<file path="src/rtl/shazam_pkg.sv">
// Shared types and helpers for the constellation-hash pipeline.
// Latency: n/a (types, constants and a pure packing function only).
// Backpressure: n/a.
package shazam_pkg;

    localparam int IDX_W  = 9;
    localparam int MAG_W  = 16;
    localparam int TIME_W = 16;
    localparam int DT_W   = 6;
    localparam int HASH_W = 2 * IDX_W + DT_W;

    // History entry. The timestamp field is 'ts' because 'time' is a reserved word.
    typedef struct packed {
        logic [IDX_W-1:0]  idx;
        logic [TIME_W-1:0] ts;
        logic              valid;
    } peak_entry_t;

    typedef logic [1:0] fsm_state_t;
    localparam fsm_state_t IDLE = 2'd0;
    localparam fsm_state_t EMIT = 2'd1;
    localparam fsm_state_t PUSH = 2'd2;

    // Hash layout seen by the matcher: {anchor_idx, target_idx, dt}.
    function automatic logic [HASH_W-1:0] make_hash(input logic [IDX_W-1:0] anchor_idx,
                                                   input logic [IDX_W-1:0] target_idx,
                                                   input logic [DT_W-1:0]  dt);
        return {anchor_idx, target_idx, dt};
    endfunction

endpackage

</file>
<file path="src/rtl/peak_history_ring.sv">
// Newest-first shift register of recent frame peaks; entry 0 is the most recent.
// Latency: push/clear take effect on the next clock; read port is combinational.
// Backpressure: none; the owner decides when to push.
module peak_history_ring
    import shazam_pkg::*;
#(
    parameter int FAN_OUT = 4,
    parameter int K_W     = 2
) (
    input  logic              clk,
    input  logic              reset_n,
    input  logic              push,
    input  logic              clear,
    input  peak_entry_t       push_entry,
    input  logic [K_W-1:0]    rd_k,
    output peak_entry_t       rd_entry
);

    peak_entry_t entries [FAN_OUT];

    // Shift in at the head; the oldest entry falls off the tail.
    always_ff @(posedge clk or negedge reset_n) begin
        if (!reset_n) begin
            for (int i = 0; i < FAN_OUT; i++) entries[i] <= '0;
        end else if (clear) begin
            for (int i = 0; i < FAN_OUT; i++) entries[i] <= '0;
        end else if (push) begin
            entries[0] <= push_entry;
            for (int i = 1; i < FAN_OUT; i++) entries[i] <= entries[i-1];
        end
    end

    assign rd_entry = entries[rd_k];

endmodule

</file>
<file path="src/rtl/peak_pair_hasher.sv">
// Pairs each qualifying frame peak with up to FAN_OUT recent anchors and streams constellation hashes.
// Latency: first hash 1 cycle after the target is loaded; a target with no eligible anchor takes 2 cycles.
// Backpressure: hash stream is valid/ready; upstream cannot stall, so one pending slot absorbs and overflow_cnt counts drops.
// Optional: define PEAK_PAIR_HASHER_STATS_EN to add pairs_emitted / silent_frames counters.
module peak_pair_hasher
    import shazam_pkg::*;
#(
    parameter int FAN_OUT = 4,
    parameter int MAX_DT  = 32,
    parameter int MIN_MAG = 256
) (
    input  logic                clk,
    input  logic                reset_n,
    input  logic                peak_valid,
    input  logic [24:0]         peak_in,
    output logic                hash_valid,
    input  logic                hash_ready,
    output logic [HASH_W-1:0]   hash_out,
    output logic [TIME_W-1:0]   hash_time,
    output logic [TIME_W-1:0]   frame_time,
    output logic                busy,
    output logic [7:0]          overflow_cnt
`ifdef PEAK_PAIR_HASHER_STATS_EN
    ,
    output logic [31:0]         pairs_emitted,
    output logic [15:0]         silent_frames
`endif
);

    localparam int                K_W       = (FAN_OUT > 1) ? $clog2(FAN_OUT) : 1;
    localparam logic [K_W-1:0]    K_LAST    = K_W'(FAN_OUT - 1);
    localparam logic [MAG_W-1:0]  MIN_MAG_L = MAG_W'(MIN_MAG);
    localparam logic [TIME_W-1:0] MAX_DT_L  = TIME_W'(MAX_DT);

    logic [IDX_W-1:0]  in_idx;
    logic [MAG_W-1:0]  in_mag;
    logic              qualify;

    fsm_state_t        state;
    logic [K_W-1:0]    k;
    logic [IDX_W-1:0]  cur_idx;
    logic [TIME_W-1:0] cur_time;

    logic              pending_vld;
    logic [IDX_W-1:0]  pending_idx;
    logic [TIME_W-1:0] pending_time;

    peak_entry_t       anchor;
    peak_entry_t       push_entry;
    logic [TIME_W-1:0] dt_full;
    logic              eligible;
    logic              fire;

    assign in_idx  = peak_in[24:16];
    assign in_mag  = peak_in[15:0];
    assign qualify = peak_valid && (in_mag >= MIN_MAG_L);

    assign push_entry = '{idx: cur_idx, ts: cur_time, valid: 1'b1};

    peak_history_ring #(
        .FAN_OUT (FAN_OUT),
        .K_W     (K_W)
    ) u_ring (
        .clk        (clk),
        .reset_n    (reset_n),
        .push       (state == PUSH),
        .clear      (1'b0),
        .push_entry (push_entry),
        .rd_k       (k),
        .rd_entry   (anchor)
    );

    // Modulo subtraction handles frame-counter wrap. Entries are newest-first,
    // so the first ineligible one ends the walk.
    assign dt_full    = cur_time - anchor.ts;
    assign eligible   = anchor.valid && (dt_full <= MAX_DT_L);
    assign hash_valid = (state == EMIT) && eligible;
    assign fire       = hash_valid && hash_ready;
    assign hash_out   = hash_valid ? make_hash(anchor.idx, cur_idx, dt_full[DT_W-1:0]) : '0;
    assign hash_time  = hash_valid ? anchor.ts : '0;
    assign busy       = (state != IDLE) || pending_vld;

    // Frame counter advances on every peak, qualifying, silent or dropped.
    always_ff @(posedge clk or negedge reset_n) begin
        if (!reset_n) frame_time <= '0;
        else if (peak_valid) frame_time <= frame_time + 1'b1;
    end

    // Pending slot: drained by the FSM in IDLE, refilled by arrivals that find the FSM occupied.
    always_ff @(posedge clk or negedge reset_n) begin
        if (!reset_n) begin
            pending_vld  <= 1'b0;
            pending_idx  <= '0;
            pending_time <= '0;
            overflow_cnt <= '0;
        end else if (state == IDLE) begin
            // Pending hands over to the FSM; a simultaneous arrival takes its place.
            if (pending_vld) begin
                pending_vld <= qualify;
                if (qualify) begin
                    pending_idx  <= in_idx;
                    pending_time <= frame_time;
                end
            end
        end else if (qualify) begin
            if (!pending_vld) begin
                pending_vld  <= 1'b1;
                pending_idx  <= in_idx;
                pending_time <= frame_time;
            end else if (overflow_cnt != 8'hFF) begin
                overflow_cnt <= overflow_cnt + 8'd1;
            end
        end
    end

    // Target sequencing: load a target, walk anchors newest-first, then record it in history.
    always_ff @(posedge clk or negedge reset_n) begin
        if (!reset_n) begin
            state    <= IDLE;
            k        <= '0;
            cur_idx  <= '0;
            cur_time <= '0;
        end else begin
            case (state)
                IDLE: begin
                    if (pending_vld) begin
                        cur_idx  <= pending_idx;
                        cur_time <= pending_time;
                        k        <= '0;
                        state    <= EMIT;
                    end else if (qualify) begin
                        cur_idx  <= in_idx;
                        cur_time <= frame_time;
                        k        <= '0;
                        state    <= EMIT;
                    end
                end
                EMIT: begin
                    if (!eligible) begin
                        state <= PUSH;
                    end else if (hash_ready) begin
                        if (k == K_LAST) state <= PUSH;
                        else             k     <= k + 1'b1;
                    end
                end
                PUSH:    state <= IDLE;
                default: state <= IDLE;
            endcase
        end
    end

`ifdef PEAK_PAIR_HASHER_STATS_EN
    // Activity counters: handshaken pairs (wrapping) and sub-threshold frames (saturating).
    always_ff @(posedge clk or negedge reset_n) begin
        if (!reset_n) begin
            pairs_emitted <= '0;
            silent_frames <= '0;
        end else begin
            if (fire) pairs_emitted <= pairs_emitted + 32'd1;
            if (peak_valid && !qualify && (silent_frames != 16'hFFFF))
                silent_frames <= silent_frames + 16'd1;
        end
    end
`else
    logic unused_fire;
    assign unused_fire = fire;
`endif

endmodule

</file>
<file path="config.mk">
export PLATFORM = sky130hd
export DESIGN_NAME = peak_pair_hasher
export DESIGN_NICKNAME = d
export VERILOG_FILES = /design/src/rtl/shazam_pkg.sv /design/src/rtl/peak_history_ring.sv /design/src/rtl/peak_pair_hasher.sv
export SDC_FILE = /design/constraint.sdc
export NUM_CORES = 1
export LEC_CHECK = 0
export CAP_MARGIN = 25
export CORE_MARGIN = 10
export CORE_UTILIZATION = 30
export DETAILED_ROUTE_END_ITERATION = 10
export HOLD_SLACK_MARGIN = 0.1
export PLACE_DENSITY = 0.59
export SYNTH_ARGS = -nofsm -noshare
export SYNTH_HDL_FRONTEND = slang
export SYNTH_SLANG_ARGS = --single-unit
</file>
<file path="constraint.sdc">
create_clock -name clk -period 5.4 [get_ports clk]
set_input_delay 1.08 -clock clk [delete_from_list [all_inputs] [get_ports clk]]
set_output_delay 1.08 -clock clk [all_outputs]
set_load 0.005 [all_outputs]
</file>
== Word level (Yosys, flattened, before mapping) ==
Index checks and enable logic that the tools add are counted.
Widths: inputs -> output; s select.

* Register bits after elaboration: 183
* Output and inout bits: 66
* Logic and storage cells: 89

* Magnitude comparators: 3
* Muxes and demuxes: 32
* Reductions and logical operators: 14
* Add/sub/neg operators: 4
* Bitwise gates (word level): 2
* Eq/ne operators: 13

{| class="wikitable"
|+ Operators by type and width
! kind !! count
|-
| $mux 16 || 7
|-
| $mux 9 || 6
|-
| $bmux 26 s2 || 1
|-
| $mux 26 || 2
|-
| $mux 24 || 1
|-
| $mux 2 || 10
|-
| $add 16x1->16 const B || 1
|-
| $ge 16x9->1 const B || 1
|-
| $le 16x6->1 const B || 1
|-
| $sub 16x16->16 || 1
|-
| $ne 2x2->1 const B || 5
|-
| $add 8x1->8 const B || 1
|-
| $ne 8x8->1 const B || 1
|-
| $pmux 2 s2 || 2
|-
| $reduce_and 4->1 || 2
|-
| $reduce_bool 2->1 || 4
|-
| $ne 3x3->1 const B || 2
|-
| $reduce_and 5->1 || 1
|-
| $eq 2x2->1 const B || 2
|-
| $ge 3x3->1 const B || 1
|-
| $logic_and 1x1->1 || 3
|-
| $mux 1 || 3
|-
| $ne 3x2->1 const B || 1
|-
| $not 2->3 || 1
|-
| 8 further kinds || 8
|}

== Longest topological paths before layout ==
* Depth after elaboration: 9
* Gate-level depth with buffers: 18

== By module ==
From an unflattened synthesis, not the netlist that was laid out.

* Cells, all modules: 848
* Area, all modules: 9609.2 µm²

{| class="wikitable"
|+ By module, submodules not included
! module !! times used !! cells an instance !! area each (µm²)
|-
| peak_history_ring || 1 || 368 || 4875.9
|-
| peak_pair_hasher || 1 || 480 || 4733.3
|}

== Worst setup path before layout ==
OpenSTA, ideal clock, no wires.

* Path kind: reg2out
* Start point: reg k[0]
* End point: out hash_time[10]
* Data required time: 4.320 ns
* Stages on the path, launching flop included: 15
* Path buffers: 4
* Slack: 0.196 ns
* Data arrival time: 4.124 ns
* Path through: dfrtp_1 buf_2 buf_1 mux4_2 fa_1 nand3b_1 a21boi_0 a31oi_1 xnor2_1 or4_4 a2111oi_4 nand3_2 buf_4 buf_6 nor2_2

* Word-level cells in the longest chain between the ends: 9

{| class="wikitable"
|+ RTL lines
! element !! RTL line !! text
|-
| start, declared || peak_pair_hasher.sv:40 || <nowiki>logic [K_W-1:0] k;</nowiki>
|-
| start signal, assigned || peak_pair_hasher.sv:143 || <nowiki>else k <= k + 1'b1;</nowiki>
|-
| $not 2->3 (implied by the code) (*) || peak_history_ring.sv:33 || <nowiki>assign rd_entry = entries[rd_k];</nowiki>
|-
| $bmux 26 s2 (*) || peak_history_ring.sv:33 ||
|-
| $mux 26 (implied by the code) (*) (2 in series) || peak_history_ring.sv:33 ||
|-
| $sub 16x16->16 || peak_pair_hasher.sv:75 || <nowiki>assign dt_full = cur_time - anchor.ts;</nowiki>
|-
| $le 16x6->1 || peak_pair_hasher.sv:76 || <nowiki>assign eligible = anchor.valid && (dt_full <= MAX_DT_L);</nowiki>
|-
| $logic_and 1x1->1 || peak_pair_hasher.sv:76 ||
|-
| $logic_and 1x1->1 || peak_pair_hasher.sv:77 || <nowiki>assign hash_valid = (state == EMIT) && eligible;</nowiki>
|-
| $mux 16 (*) || peak_pair_hasher.sv:80 || <nowiki>assign hash_time = hash_valid ? anchor.ts : '0;</nowiki>
|-
| end, declared || peak_pair_hasher.sv:19 || <nowiki>output logic [TIME_W-1:0] hash_time,</nowiki>
|}

Mark *: on every way between the ends. The rest lies on a longest branch, timed or not. The select of a mux whose other input is x is not followed.

== Final worst setup path ==
* Start point: reg k[1]
* End point: out hash_out[5]

* Word-level cells in the longest chain between the ends: 9

{| class="wikitable"
|+ RTL lines
! element !! RTL line !! text
|-
| $not 2->3 (implied by the code) (*) || peak_history_ring.sv:33 ||
|-
| $bmux 26 s2 (*) || peak_history_ring.sv:33 ||
|-
| $mux 26 (implied by the code) (*) (2 in series) || peak_history_ring.sv:33 ||
|-
| $sub 16x16->16 || peak_pair_hasher.sv:75 ||
|-
| $le 16x6->1 || peak_pair_hasher.sv:76 ||
|-
| $logic_and 1x1->1 || peak_pair_hasher.sv:76 ||
|-
| $logic_and 1x1->1 || peak_pair_hasher.sv:77 ||
|-
| $mux 24 (*) || peak_pair_hasher.sv:79 || <nowiki>assign hash_out = hash_valid ? make_hash(anchor.idx, cur_idx, dt_full[DT_W-1:0]) : '0;</nowiki>
|-
| end, declared || peak_pair_hasher.sv:18 || <nowiki>output logic [HASH_W-1:0] hash_out,</nowiki>
|}

Marks and branches as above.

==> run metrics <==
worst flop-to-flop path endpoint k[0]$_DFFE_PN0P_; die area 37800 um2; CP peak stage delay 0.55 ns; initial antenna violation count 0; Yosys warnings 0; CTS tree yes; Yosys reg bits 183; status complete, but fails checks; PD cells 495 nW/um2; Mapped Area 9140 um2; Max clock buf depth 2; CP Depth 16; post-DP HPWL 14700 um; GR Util All Layers 0.114; critical path's top delay family simple AND/OR/NAND/NOR gates; Final ANT Viol Nets 0; reg2reg path depth 15; Worst Tran Pin Value 0.907 ns; synth cell count leaders dfrtp_1, mux2_2, nand2_1, o21ai_0, mux2i_1; Top FF cell, synth dfrtp_1; number of global-route vias before repair 6600; # IOs 95; WL final 21600 um; WP data required 4.32 ns; Yosys top cell by area dfrtp_1; worst min-delay path category reg2reg; area share of fa/ha/maj cells after synthesis 0.0334; clk root buf clkbuf_16; Placed Instances 1278; min cycle time layout 5.51 ns; worst setup path end hash_out[5]; via count 6369; endpoints failing setup 19; share of cells above drive strength 1 0.407; final cell count without fillers 1333; first-pass GRT wire length 35600 um; fin util 0.405; Compound-Gate Fraction of Synth Area 0.0680; CTS Buf Count 17; ant diodes 0; Post-Synth Simple-Gate Area 0.103; Worst setup SP type flip-flop; XOR/XNOR Fraction of Synth Area 0.0278; most used cell, CP buf_8; top-count cell post-synth dfrtp_1; final hold viol count 0; Leak Pwr 5.44 nW; Buffers & Inverters on Critical Path 5; DRT iter0 DRCs 274; clock skew 0.0116 ns; RSZ-0062 raised after global routing true; Crit Path Category reg2out; Worst Setup SP k[1]$_DFFE_PN0P_; Layout Nets 982; Rows 63; Max-Cap Viols 0; dominant cells by area after synthesis dfrtp_1, mux2_2, mux2i_1, mux4_2, ha_1; critical-path cell list buf_6 > mux4_2 > ha_4 > fa_2 > nand3b_1 > nand2_2 > xnor2_2 > a31oi_2 > or4_4 > a2111oi_4 > nand3_4 > buf_12 > buf_8 > buf_8 > nor2_4 > buf_2; Yosys top cell area share 0.501; Slew Viols, Final 0; Area Growth Syn to Fin 32.3%; routed length per instance 16.2 um; core area 29900 um2; Slowest-stage cell, CP or4_4; CP Max Fanout 7; fin crit share 1.02; Rel. slew slack 0.395; async set-or-reset flop fraction in the synthesized netlist 1.00; CTS sink count 183; Filler cells 2780; syn_area_per_cell 11.8 um2; post-synth net total 826; GP Congestion 0.800; initial core utilization 0.306; CTS hold repair buffers 0; Die Wd 195 um; CP endpoint kind primary output; Final WS setup -0.114 ns; clock slew seen by the registers of the worst setup and hold paths 0.07 ns; R2R Setup Slk 1.52 ns; Max Fclk 181 MHz; reg2reg start k[1]$_DFFE_PN0P_; EDFF count, synth 0; WP data arrival 4.43 ns; latest clock arrival within the worst-skew pair 0.43 ns; proportion of synthesized area in mux cells 0.240; die height 195 um; htree depth 4; Synth cell types 56; DRT Pass-1 Iters 4; Post-Synthesis Cells 774; post-synthesis sequential area ratio 0.501; Port Buf Inserts 86; main combinational cell family by area after synthesis multiplexers; DRC 0; DR vias/cell 4.78; Congestion Overflow GR 0; pin count of the biggest net entering global routing 95; violated checks setup timing; maximum vdd drop 0.000348 V
==> per-stage QoR <==
stage	setup WS (ns)	cell area [um2]	hold WS, ns	TNS, ns	power [W]
CTS	-0.256	11900	0.488	-6.74	0.00584
floorplan	0.196	9140	0.448	0	0.00353
finish	-0.114	12100	0.481	-0.964	0.00599
global placement	-0.0698	10900	0.463	-0.248	0.00428
detailed placement	-0.0697	10900	0.471	-0.213	0.00433
global route	-0.290	12100	0.511	-7.34	0.00638
==> area by class of cell <==
cell class,instances,area (um2),area share
flip-flops and latches,183,4580,0.379
repair buffers,177,1600,0.132
clock buffers,17,425,0.0352
clock inverters,15,186,0.0154
multi-input cells,530,4720,0.391
inverters,21,83.8,0.00694
well taps,390,488,0.0404
==> metal layers <==
metal,global-route usage,vias to the layer above,part of all wire
met5,0,-,0
met4,0.0409,0,0.021
met3,0.0268,24,0.032
met2,0.182,91,0.48
met1,0.148,3174,0.47
li1,-,3080,-
==> power by group <==
group	switching (W)	total [W]	internal, W
clock	0.000585	0.00129	0.000701
sequential	0.000270	0.00201	0.00174
combinational	0.00129	0.00269	0.00140
==> timing repair <==
action                                  in CTS  in global routing
endpoints found under the setup margin      41                 41
gates cloned                                 4                  0
pin swaps                                   15                 16
resized for setup                          246                 62
setup buffers                               17                 10
==> cell usage in the layout (no fill, tap or decap), types with 3 or more instances in the layout <==
| cell | n |
|---|---|
| dfrtp_1 | 181 |
| mux2_2 | 132 |
| buf_4 | 72 |
| nand2_1 | 69 |
| o21ai_0 | 46 |
| clkdlybuf4s50_1 | 44 |
| mux2i_1 | 37 |
| buf_2 | 29 |
| nor2_4 | 22 |
| inv_1 | 20 |
| ha_1 | 19 |
| buf_6 | 18 |
| xnor2_1 | 17 |
| clkbuf_16 | 17 |
| nand3_1 | 15 |
| mux4_2 | 14 |
| a21oi_1 | 11 |
| xor2_1 | 9 |
| and3_1 | 8 |
| nor2_1 | 8 |
| nor3_1 | 7 |
| and4_1 | 7 |
| nor2_2 | 7 |
| buf_12 | 7 |
| o21ai_1 | 6 |
| nor2b_1 | 6 |
| and2_1 | 6 |
| nand4_1 | 6 |
| nor2b_4 | 5 |
| inv_6 | 5 |
| buf_8 | 5 |
| o21ai_2 | 4 |
| a21o_1 | 4 |
| nor4_1 | 4 |
| clkinvlp_4 | 4 |
| nand2b_1 | 3 |
==> state kept, by name, summed over array words and instances, names as in the netlist <==
| register | flops |
|---|---|
| u_ring.entries | 104 |
| cur_time | 16 |
| frame_time | 16 |
| pending_time | 16 |
| cur_idx | 9 |
| pending_idx | 9 |
| overflow_cnt | 8 |
| k | 2 |
| state | 2 |
| pending_vld | 1 |
==> kinds of logic after synthesis <==
kind of cell | Yosys count
buffers and inverters | 61
DFF | 183
adders and majority gates | 24
AOI/OAI and AO/OA | 102
and+or+nand+nor | 190
xor gates and xnor gates | 29
muxes | 185
==> worst min-delay path: cells and delay by family (launching register included) <==
kind / cells / cell delay [ns]
compound gates: 1 / 0.06
simple gates: 1 / 0.05
flops: 1 / 0.34
==> how the worst min path moves through the flow <==
stage                                        start  cells past startpoint  slack [ns]                        endpoint
floorplan           u_ring.entries[78]$_DFFE_PN0N_                      1        0.45  u_ring.entries[78]$_DFFE_PN0N_
global placement            cur_idx[0]$_DFFE_PN0P_                      2        0.46          cur_idx[0]$_DFFE_PN0P_
detailed placement          cur_idx[0]$_DFFE_PN0P_                      2        0.47          cur_idx[0]$_DFFE_PN0P_
CTS                        cur_time[0]$_DFFE_PN0P_                      2        0.49         cur_time[0]$_DFFE_PN0P_
global route        u_ring.entries[78]$_DFFE_PN0N_                      1        0.51  u_ring.entries[78]$_DFFE_PN0N_
finish                     cur_time[0]$_DFFE_PN0P_                      2        0.48         cur_time[0]$_DFFE_PN0P_
Note: power is estimated with default switching activity, not from simulation.
==> edit (same settings) <==
Build with the macro `PEAK_PAIR_HASHER_STATS_EN` defined.
--- a/src/rtl/peak_pair_hasher.sv
+++ b/src/rtl/peak_pair_hasher.sv
@@ -4,2 +4,4 @@
 // Optional: define PEAK_PAIR_HASHER_STATS_EN to add pairs_emitted / silent_frames counters.
+`define PEAK_PAIR_HASHER_STATS_EN
+
 module peak_pair_hasher
Behaviour (old outputs only; new: pairs_emitted and silent_frames): unchanged (Yosys induction, for registers that start in step).
==> edit against the original RTL <==
  * The flow still finishes with violations (negative setup slack)
  * Power rose by 16%
  * Design area grew 23%
  * Fmax increased by 1.7%
  * Synthesized area up 26%
  * Register-to-register slack got worse by 0.71 ns
  * Critical endpoint unchanged
  * Largest power group unchanged
  * Synthesized cell count up 23%
  * Routed wire length rose by 30%
  * Sequential cell count rose by 48
  * Final cell count grew 26%
  * Worst setup slack gained 0.094 ns
==> edit: results <==
set metrics [dict create \
    run_status "finished with violations" \
    violations "negative setup slack" \
    whs_endpoint "pairs_emitted[31]" \
    wl_met2_mm 13.0 \
    antenna_found_initial 0 \
    ctsHtreeMaxLevel 1 \
    cp-startpoint "k[0]" \
    synth_nets 1007 \
    r2r-end "pairs_emitted[13]" \
    vias 7926 \
    wl_met1_mm 13.4 \
    yosysTopAreaCellShare_pct 50.1 \
    vias_per_cell 4.73 \
    worst_pin_slew_ns 0.972 \
    postPlaceCellArea_um2 13700 \
    synth-compound-area-share_pct 5.83 \
    grt_pass1_vias 8139 \
    drc 0 \
    timing.hold.worst.start "pairs_emitted[31]" \
    synth_area_leaders "dfrtp_1 (50%), mux2_2 (13%), mux4_2 (5.1%), xor2_1 (3.2%), ha_1 (2.6%)" \
    numCtsBuffers 26 \
    r2r_slack_ns 0.81 \
    grt_max_degree 108 \
    insertion_delay_ns 0.54 \
    synthCells 953 \
    tns_ns -0.0206 \
    topRoutingLayerUsed "met4" \
    synthXorXnorAreaFrac_pct 5.47 \
    cp_slowest_cell "mux4_2" \
    setup_viol 2 \
    synth-seq-area-share_pct 50.1 \
    cp.arrival_ns 4.34 \
    hold-path-cell-count 1 \
    port_buffers 134 \
    grt_pass1_wl_mm 45.3 \
    max-clock-path-buffers 3 \
    drive_gt1_share_pct 32.4 \
    slowest_delay_ns 0.57 \
    wl_met3_mm 1.22 \
    grt_usage_pct 11.7 \
    synthTopCellsByCount "dfrtp_1 (231), mux2_2 (130), nand2_1 (72)" \
    setup_ws_ns -0.0199 \
    synthMuxAreaShare_pct 20.1 \
    ir_drop_mv 0.216 \
    drtIter0Drc 457 \
    place_congestion 0.787 \
    fin_nets 1197 \
    yosysUniqueCellTypes 64 \
]
edit: metal layers:
metal  vias up  track usage [%]
li1       3798                -
met1      3973             16.4
met2       119             18.5
met3        36             2.05
met4         0             2.68
met5         -                0
edit: repair_timing:
item,CTS,global route
hold endpoints to repair,0,0
gates resized for setup,199,24
gates cloned,3,0
setup buffers,21,13
pin swaps,12,14
endpoints found under the setup margin,41,41
edit: power breakdown:
group,internal [µW],leakage (µW),switching [µW]
combinational,1430,0.00338,1310
sequential,2130,0.00303,326
clock,1030,0.000431,711
total,4590,0.00684,2350
edit: final cells by class:
| type | count | area (µm²) |
|---|---|---|
| timing repair buffer | 203 | 1800 |
| fill | 3618 | 22900 |
| clock inverter | 12 | 103 |
| sequential | 231 | 5780 |
| inverter | 26 | 97.6 |
| tap | 511 | 639 |
| clock buffer | 36 | 758 |
| multi-input combinational | 655 | 5700 |
